==> src/rtl/multicycle_sequencer.sv <==
// Multicycle control sequencer for an RV32 datapath.
// Steps one instruction at a time through FETCH/DECODE/EXEC/MEM/WB. Each memory
// wait has a timeout, and a sticky trap state can only be left through reset.
//
// Ports:
//   clk, rst            clock (rising edge), synchronous active-high reset
//   run                 permit to start or continue fetching
//   instruction[31:0]   IR contents, valid from the cycle after ir_write
//   imem_ready          instruction memory has data this cycle
//   dmem_ready          data memory completes its access this cycle
//   imem_req, ir_write  fetch request, load IR
//   pc_write            update PC; also the single retire event
//   dmem_req            data memory request
//   MemRead .. jalr_sel datapath controls, same meaning as the single-cycle decoder
//   busy, trap          busy = not IDLE and not TRAP; trap is sticky
//   trap_cause[1:0]     01 illegal, 10 imem timeout, 11 dmem timeout
//   state[2:0]          IDLE=0 FETCH=1 DECODE=2 EXEC=3 MEM=4 WB=5 TRAP=7
//   retired[CNT_W-1:0]  completed instruction count, wraps
module multicycle_sequencer #(
   parameter int unsigned TIMEOUT = 16,
   parameter int unsigned CNT_W   = 32
) (
   input  logic             clk,
   input  logic             rst,
   input  logic             run,
   input  logic [31:0]      instruction,
   input  logic             imem_ready,
   input  logic             dmem_ready,
   output logic             imem_req,
   output logic             ir_write,
   output logic             pc_write,
   output logic             dmem_req,
   output logic             MemRead,
   output logic             MemWrite,
   output logic             MemToReg,
   output logic             ALUSrc,
   output logic             RegWrite,
   output logic             branch,
   output logic             jal_sel,
   output logic             jalr_sel,
   output logic             busy,
   output logic             trap,
   output logic [1:0]       trap_cause,
   output logic [2:0]       state,
   output logic [CNT_W-1:0] retired
);

   typedef enum logic [2:0] {
      StIdle   = 3'd0,
      StFetch  = 3'd1,
      StDecode = 3'd2,
      StExec   = 3'd3,
      StMem    = 3'd4,
      StWb     = 3'd5,
      StTrap   = 3'd7
   } state_e;

   typedef enum logic [2:0] {
      ClsIll, ClsR, ClsI, ClsLd, ClsSt, ClsBr, ClsJal, ClsJalr
   } cls_e;

   // The counter only has to reach TIMEOUT-1.
   localparam int unsigned   WaitW    = (TIMEOUT > 1) ? $clog2(TIMEOUT) : 1;
   localparam logic [WaitW-1:0] WaitLast = WaitW'(TIMEOUT - 1);

   state_e             state_q, state_d;
   cls_e               cls_q, cls_d;
   logic [1:0]         cause_q, cause_d;
   logic [WaitW-1:0]   wait_q, wait_d;
   logic [CNT_W-1:0]   retired_q, retired_d;
   state_e             done_st;
   logic               timeout_hit;
   logic               uses_imm;
   logic               writes_rd;
   logic               unused_instr;

   // Only opcode and funct3 take part in classification.
   assign unused_instr = ^{instruction[31:15], instruction[11:7]};

   function automatic cls_e decode_class(input logic [2:0] f3, input logic [6:0] op);
      cls_e c;
      c = ClsIll;
      case (op)
         7'b0110011: if (f3 != 3'b010 && f3 != 3'b011) c = ClsR;
         7'b0010011: if (f3 == 3'b000 || f3 == 3'b001) c = ClsI;
         7'b0000011: if (f3 == 3'b010) c = ClsLd;
         7'b0100011: if (f3 == 3'b010) c = ClsSt;
         7'b1100011: if (f3 != 3'b010 && f3 != 3'b011 && f3 != 3'b110 && f3 != 3'b111) c = ClsBr;
         7'b1101111: c = ClsJal;
         7'b1100111: if (f3 == 3'b000) c = ClsJalr;
         default:    c = ClsIll;
      endcase
      return c;
   endfunction

   assign timeout_hit = (TIMEOUT != 0) && (wait_q == WaitLast);
   assign done_st     = run ? StFetch : StIdle;
   assign uses_imm    = (cls_q == ClsI) || (cls_q == ClsLd) || (cls_q == ClsSt) ||
                        (cls_q == ClsJal) || (cls_q == ClsJalr);
   assign writes_rd   = (cls_q == ClsR) || (cls_q == ClsI) || (cls_q == ClsLd) ||
                        (cls_q == ClsJal) || (cls_q == ClsJalr);

   // Next-state logic.
   always_comb begin
      state_d = state_q;
      cls_d   = cls_q;
      cause_d = cause_q;
      wait_d  = wait_q;
      case (state_q)
         StIdle:   if (run) state_d = StFetch;
         StFetch: begin
            if (imem_ready) begin
               state_d = StDecode;
            end else if (timeout_hit) begin
               state_d = StTrap;
               cause_d = 2'b10;
            end else begin
               wait_d = wait_q + WaitW'(1);
            end
         end
         StDecode: begin
            cls_d = decode_class(instruction[14:12], instruction[6:0]);
            if (cls_d == ClsIll) begin
               state_d = StTrap;
               cause_d = 2'b01;
            end else begin
               state_d = StExec;
            end
         end
         StExec: begin
            if (cls_q == ClsBr)                          state_d = done_st;
            else if (cls_q == ClsLd || cls_q == ClsSt)   state_d = StMem;
            else                                         state_d = StWb;
         end
         StMem: begin
            if (dmem_ready) begin
               state_d = (cls_q == ClsLd) ? StWb : done_st;
            end else if (timeout_hit) begin
               state_d = StTrap;
               cause_d = 2'b11;
            end else begin
               wait_d = wait_q + WaitW'(1);
            end
         end
         StWb:     state_d = done_st;
         StTrap:   state_d = StTrap;
         default:  state_d = StIdle;
      endcase
      // Every entry into FETCH or MEM starts a fresh wait window.
      if (state_d != state_q) wait_d = '0;
   end

   // Moore outputs; only ir_write and pc_write look at a ready input.
   always_comb begin
      imem_req = 1'b0;
      ir_write = 1'b0;
      pc_write = 1'b0;
      dmem_req = 1'b0;
      MemRead  = 1'b0;
      MemWrite = 1'b0;
      MemToReg = 1'b0;
      ALUSrc   = 1'b0;
      RegWrite = 1'b0;
      branch   = 1'b0;
      jal_sel  = 1'b0;
      jalr_sel = 1'b0;
      case (state_q)
         StFetch: begin
            imem_req = 1'b1;
            ir_write = imem_ready;
         end
         StExec: begin
            ALUSrc   = uses_imm;
            jal_sel  = (cls_q == ClsJal);
            jalr_sel = (cls_q == ClsJalr);
            branch   = (cls_q == ClsBr);
            pc_write = (cls_q == ClsBr);
         end
         StMem: begin
            dmem_req = 1'b1;
            MemRead  = (cls_q == ClsLd);
            MemWrite = (cls_q == ClsSt);
            ALUSrc   = 1'b1;
            pc_write = (cls_q == ClsSt) && dmem_ready;
         end
         StWb: begin
            RegWrite = writes_rd;
            MemToReg = (cls_q == ClsLd);
            ALUSrc   = uses_imm;
            jal_sel  = (cls_q == ClsJal);
            jalr_sel = (cls_q == ClsJalr);
            pc_write = 1'b1;
         end
         default: ;
      endcase
   end

   assign retired_d = pc_write ? retired_q + CNT_W'(1) : retired_q;

   always_ff @(posedge clk) begin
      if (rst) begin
         state_q   <= StIdle;
         cls_q     <= ClsIll;
         cause_q   <= 2'b00;
         wait_q    <= '0;
         retired_q <= '0;
      end else begin
         state_q   <= state_d;
         cls_q     <= cls_d;
         cause_q   <= cause_d;
         wait_q    <= wait_d;
         retired_q <= retired_d;
      end
   end

   assign busy       = (state_q != StIdle) && (state_q != StTrap);
   assign trap       = (state_q == StTrap);
   assign trap_cause = cause_q;
   assign state      = state_q;
   assign retired    = retired_q;

endmodule

==> config.mk <==
export PLATFORM = sky130hd
export DESIGN_NAME = multicycle_sequencer
export DESIGN_NICKNAME = d
export VERILOG_FILES = /design/src/rtl/multicycle_sequencer.sv
export SDC_FILE = /design/constraint.sdc
export NUM_CORES = 1
export LEC_CHECK = 0
export CAP_MARGIN = 40
export CORE_MARGIN = 2
export CORE_UTILIZATION = 46
export DETAILED_ROUTE_END_ITERATION = 6
export HOLD_SLACK_MARGIN = 0.03
export MAX_ROUTING_LAYER = met4
export PLACE_DENSITY = 0.87
export SLEW_MARGIN = 5
export SYNTH_ARGS = -nofsm -noshare
export SYNTH_HDL_FRONTEND = slang
export SYNTH_SLANG_ARGS = --single-unit
==> constraint.sdc <==
create_clock -name clk -period 2.6 [get_ports clk]
set_clock_uncertainty 0.2 [all_clocks]
set_input_delay 0.52 -clock clk [delete_from_list [all_inputs] [get_ports clk]]
set_output_delay 0.52 -clock clk [all_outputs]
set_load 0.02 [all_outputs]
[After elaboration in Yosys (flattened, before gate mapping)]
Index checks and enable logic that the tools add are counted.
Word-level totals
  output and inout port bits: 51
  bits in registers: 44
Operators by class
  add/subtract/negate cells: 2
  mux-type cells: 40
  eq/ne operators: 34
  reduce and logical (&&, ||, !) cells: 25
Operators with widths (number)
  $pmux W3 S7: 2
  $mux W3: 11
  $add A32 B1 Y32 const B: 1
  $eq A3 B3 Y1 const B: 7
  $eq A7 B7 Y1 const B: 3
  $eq A3 B2 Y1 const B: 5
  $eq A7 B6 Y1 const B: 2
  $mux W2: 7
  $mux W1: 13
  $mux W4: 3
  $logic_or A1 B1 Y1: 10
  $ne A2 B2 Y1 const B: 5
  $eq A3 B1 Y1 const B: 3
  $logic_not A3 Y1: 3
  $ne A3 B3 Y1 const B: 3
  $pmux W4 S2: 1
  $eq A7 B2 Y1 const B: 1
  $eq A7 B5 Y1 const B: 1
  $ne A3 B2 Y1 const B: 2
  $pmux W2 S3: 1
  $reduce_and A6 Y1: 1
  $reduce_bool A3 Y1: 2
  $logic_and A1 B1 Y1: 5
  $add A4 B1 Y4 const B: 1
  7 further kinds: 8

[Longest topological paths before layout]
  depth in word-level cells: 12
  mapped depth: 9
  gate-level depth less buffers: 7

[Worst setup path before layout]
Ideal clock, no wire load.
  path kind: register to output
  start: register state_q[0], in the netlist state[0]
  end: output ir_write
  slack: 150 ps
  cell stages (with the launch flop): 5
  path buffers: 1
  arrival: 1730 ps
  path through: dfxtp_1 -> clkbuf_1 -> inv_1 -> nor3_1 -> and2_1
Between the ends
  longest elaborated chain between the ends: 2
RTL lines
  start, declared: RTL line 66  | state_e state_q, state_d;
  start signal, assigned: RTL line 202  | state_q <= StIdle;
  start signal, assigned: RTL line 208  | state_q <= state_d;
  $eq A3 B1 Y1: RTL line 167  | case (state_q)
  $mux W1: RTL line 167
  end, declared: RTL line 30  | output logic ir_write,
No other way between the ends.

[Final worst setup path]
  start: register state_q[2], in the netlist state[2]
  end: output imem_req
Between the ends
  longest elaborated chain between the ends: 2
RTL lines
  $eq A3 B1 Y1: RTL line 167
  $mux W1: RTL line 167
  end, declared: RTL line 29  | output logic imem_req,
No other way between the ends.

==> flow_summary.json <==
{
  "yosysWarnings": 0,
  "die_x_um": 79.5,
  "yosys.area_share.simple_pct": 31.5,
  "wirelength_mm": 6.94,
  "power.density_mw_per_mm2": 428,
  "drive_above_1_share_pct": 14.5,
  "ir_drop_mv": 0.258,
  "muxShareOfSynthArea_pct": 0.764,
  "postRouteAntennaNets": 0,
  "critical-path-max-stage-delay_ps": 670,
  "cts.sinks": 44,
  "syn-cell-area_mm2": 0.00262,
  "layout_min_cycle_time_ps": 2490,
  "ys_ff_latch": 44,
  "arrival_ps": 1770,
  "dr.first_iter.drc_count": 139,
  "synth_nets": 369,
  "yosysSeqAreaShare_pct": 33.6,
  "die-area_mm2": 0.00632,
  "drc_errors": 0,
  "finalMaxSlewViolations": 0,
  "dr.pass1.iters": 4,
  "required_ps": 1880,
  "path_max_fanout": 13,
  "cp-end-kind": "primary output",
  "dr_total_vias": 2798,
  "synth.avg_cell_area_um2": 7.94,
  "routedWlPerCell_um": 14.1,
  "place_congestion": 0.919,
  "slowest_stage": "clkdlybuf4s50_1",
  "synth_area_leaders": "dfxtp_1, a21oi_1, nor2_1, xnor2_1, o21ai_0",
  "routed_via_density": 5.69,
  "synthXorXnorAreaFrac_pct": 6.35,
  "synthArstFlopShare_pct": 0,
  "fin_crit_sh_pct": 95.8,
  "slew_headroom_pct": 60.1,
  "core.rowCount": 27,
  "path_clk_slew_ps": 80,
  "io_pins": 88,
  "synth_top_family_by_area": "simple AND/OR/NAND/NOR gates",
  "place_hpwl_mm": 5.10,
  "initial_core_util_pct": 47.6,
  "synth_top_area_cell": "dfxtp_1",
  "cp_cell_sequence": "buf_4, nor3_1, clkdlybuf4s50_1",
  "final_nets": 458,
  "synth_cell_type_count": 58,
  "port_buffers": 65,
  "crit_type": "flip-flop to primary output",
  "first_global_vias": 2678,
  "cts_tree": "built",
  "pre_cts_slack_ps": -141,
  "worstMarginPinSlew_ps": 583,
  "hold_viol_final": 0,
  "synth_top_area_share_pct": 33.6,
  "cp-start-kind": "flip-flop",
  "utilization_pct": 66.0,
  "max_cap_violations": 0,
  "synth_compound_area_share_pct": 22.3,
  "setup_viol": 0,
  "grt.overflow.total": 0,
  "post_cts_buffers": 0,
  "clk_path_buf_depth": 2,
  "diodes": 0,
  "core_mm2": 0.00551,
  "hold_class": "flip-flop to flip-flop",
  "cts_buffers": 5,
  "synth_edf_count": 0,
  "rsz0062_at_grt": "no",
  "synth_common_cells": "dfxtp_1, nor2_1, a21oi_1",
  "grt_max_degree": 26,
  "grt_first_pass_wirelength_mm": 11.6,
  "fmax_mhz": 402,
  "syn2layout_area_growth_pct": 38.7,
  "grtUsageTotal_pct": 23.3,
  "die_h_um": 79.5,
  "synthAdderAreaFrac_pct": 0.955,
  "p_leak_nw": 1.26,
  "antenna_found_initial": 0,
  "fin_ws_ps": 110,
  "clk_latency_ps": 300,
  "outcome": "complete, no violations",
  "ys.flop_type": "dfxtp_1",
  "yosysMostFrequentCell": "dfxtp_1",
  "clockRootBuffer": "clkbuf_8",
  "synth_cells": 330,
  "htreeDepth": 2
}
==> final timing paths <==
path              cells past startpoint          end         from  slack, ps
setup reg to reg                      6  retired[28]   retired[1]        150
hold reg to reg                       2  retired[31]  retired[31]        290
hold / removal                        2  retired[31]  retired[31]        290
setup / recovery                      3     imem_req     state[2]        110
==> report_power, final <==
part / internal (W) / switching (W) / total [W]
combinational: 0.000182 / 0.000202 / 0.000384
sequential: 0.000693 / 0.0000308 / 0.000724
clock: 0.000216 / 0.000233 / 0.000449
total: 0.00109 / 0.000465 / 0.00156
==> per-stage QoR <==
step	instance area [um2]	power [W]	TNS, ps	hold slack [ps]	std cells
2_1_floorplan	2620	0.000935	0	288	330
3_3_place_gp	3530	0.00110	-716	265	484
3_5_place_dp	3530	0.00111	-1430	289	484
4_1_cts	3620	0.00156	0	300	492
5_1_grt	3630	0.00163	0	320	492
6_report	3630	0.00156	0	294	492
==> kinds of logic (layout without fill, tap and decap cells) <==
family / after synthesis / count (layout)
flip-flops: 44 / 44
adder cells (fa/ha/maj): 2 / 2
AO/OA/AOI/OAI: 89 / 89
buffers and inverters: 26 / 116
AND/OR/NAND/NOR: 148 / 148
multiplexers: 2 / 2
XOR/XNOR: 19 / 19
==> flip-flops by register name, indices dropped and copies added, names as in the netlist <==
| signal | flops |
|---|---|
| cls_q | 3 |
| state | 3 |
| wait_q | 4 |
| trap_cause | 2 |
| retired | 32 |
==> critical path, delay by kind of cell (launching register included) <==
kind          cells  cell delay (ps)
flops             1              360
simple gates      1              260
buf+inv           2              850
==> per-layer routing <==
layer / part of all wire, % / vias to the layer above / global-route usage [%]
li1: - / 1396 / -
met1: 44 / 1308 / 27.4
met2: 50 / 83 / 39.3
met3: 4.0 / 11 / 4.41
met4: 1.6 / 0 / 9.31
met5: 0 / - / -
==> area by class of cell <==
| type | instances | area, um2 |
|---|---|---|
| tap | 72 | 90.1 |
| clock buffer | 7 | 86.3 |
| timing repair buffer | 98 | 896 |
| fill | 465 | 1870 |
| multi-input combinational | 260 | 1630 |
| sequential | 44 | 891 |
| inverter | 10 | 38.8 |
| clock inverter | 1 | 7.51 |
==> layout by cell type, fill, tap and decap left out, types with 4 or more instances in the layout <==
cell type | synthesis | routed
a2111oi_0 | 4 | 4
a211oi_1 | 4 | 4
a21oi_1 | 30 | 30
and2_1 | 4 | 4
and3_1 | 5 | 5
buf_4 | 0 | 33
clkbuf_8 | 0 | 6
clkdlybuf4s50_1 | 0 | 60
dfxtp_1 | 44 | 38
dfxtp_2 | 0 | 5
dlygate4sd2_1 | 0 | 4
inv_1 | 9 | 9
nand2_1 | 28 | 28
nand3_1 | 17 | 17
nand4_1 | 4 | 4
nor2_1 | 36 | 36
nor3_1 | 4 | 4
nor4_1 | 5 | 5
o21ai_0 | 22 | 22
o31ai_1 | 5 | 5
or3_1 | 13 | 13
or4_1 | 8 | 8
xnor2_1 | 15 | 15
xor2_1 | 4 | 4
==> what timing repair did <==
action,CTS,global route
resized for setup,8,6
hold endpoints to repair,0,0
hold buffers,0,0
setup endpoints to repair,10,8
Note: power is estimated with default switching activity, not from simulation.
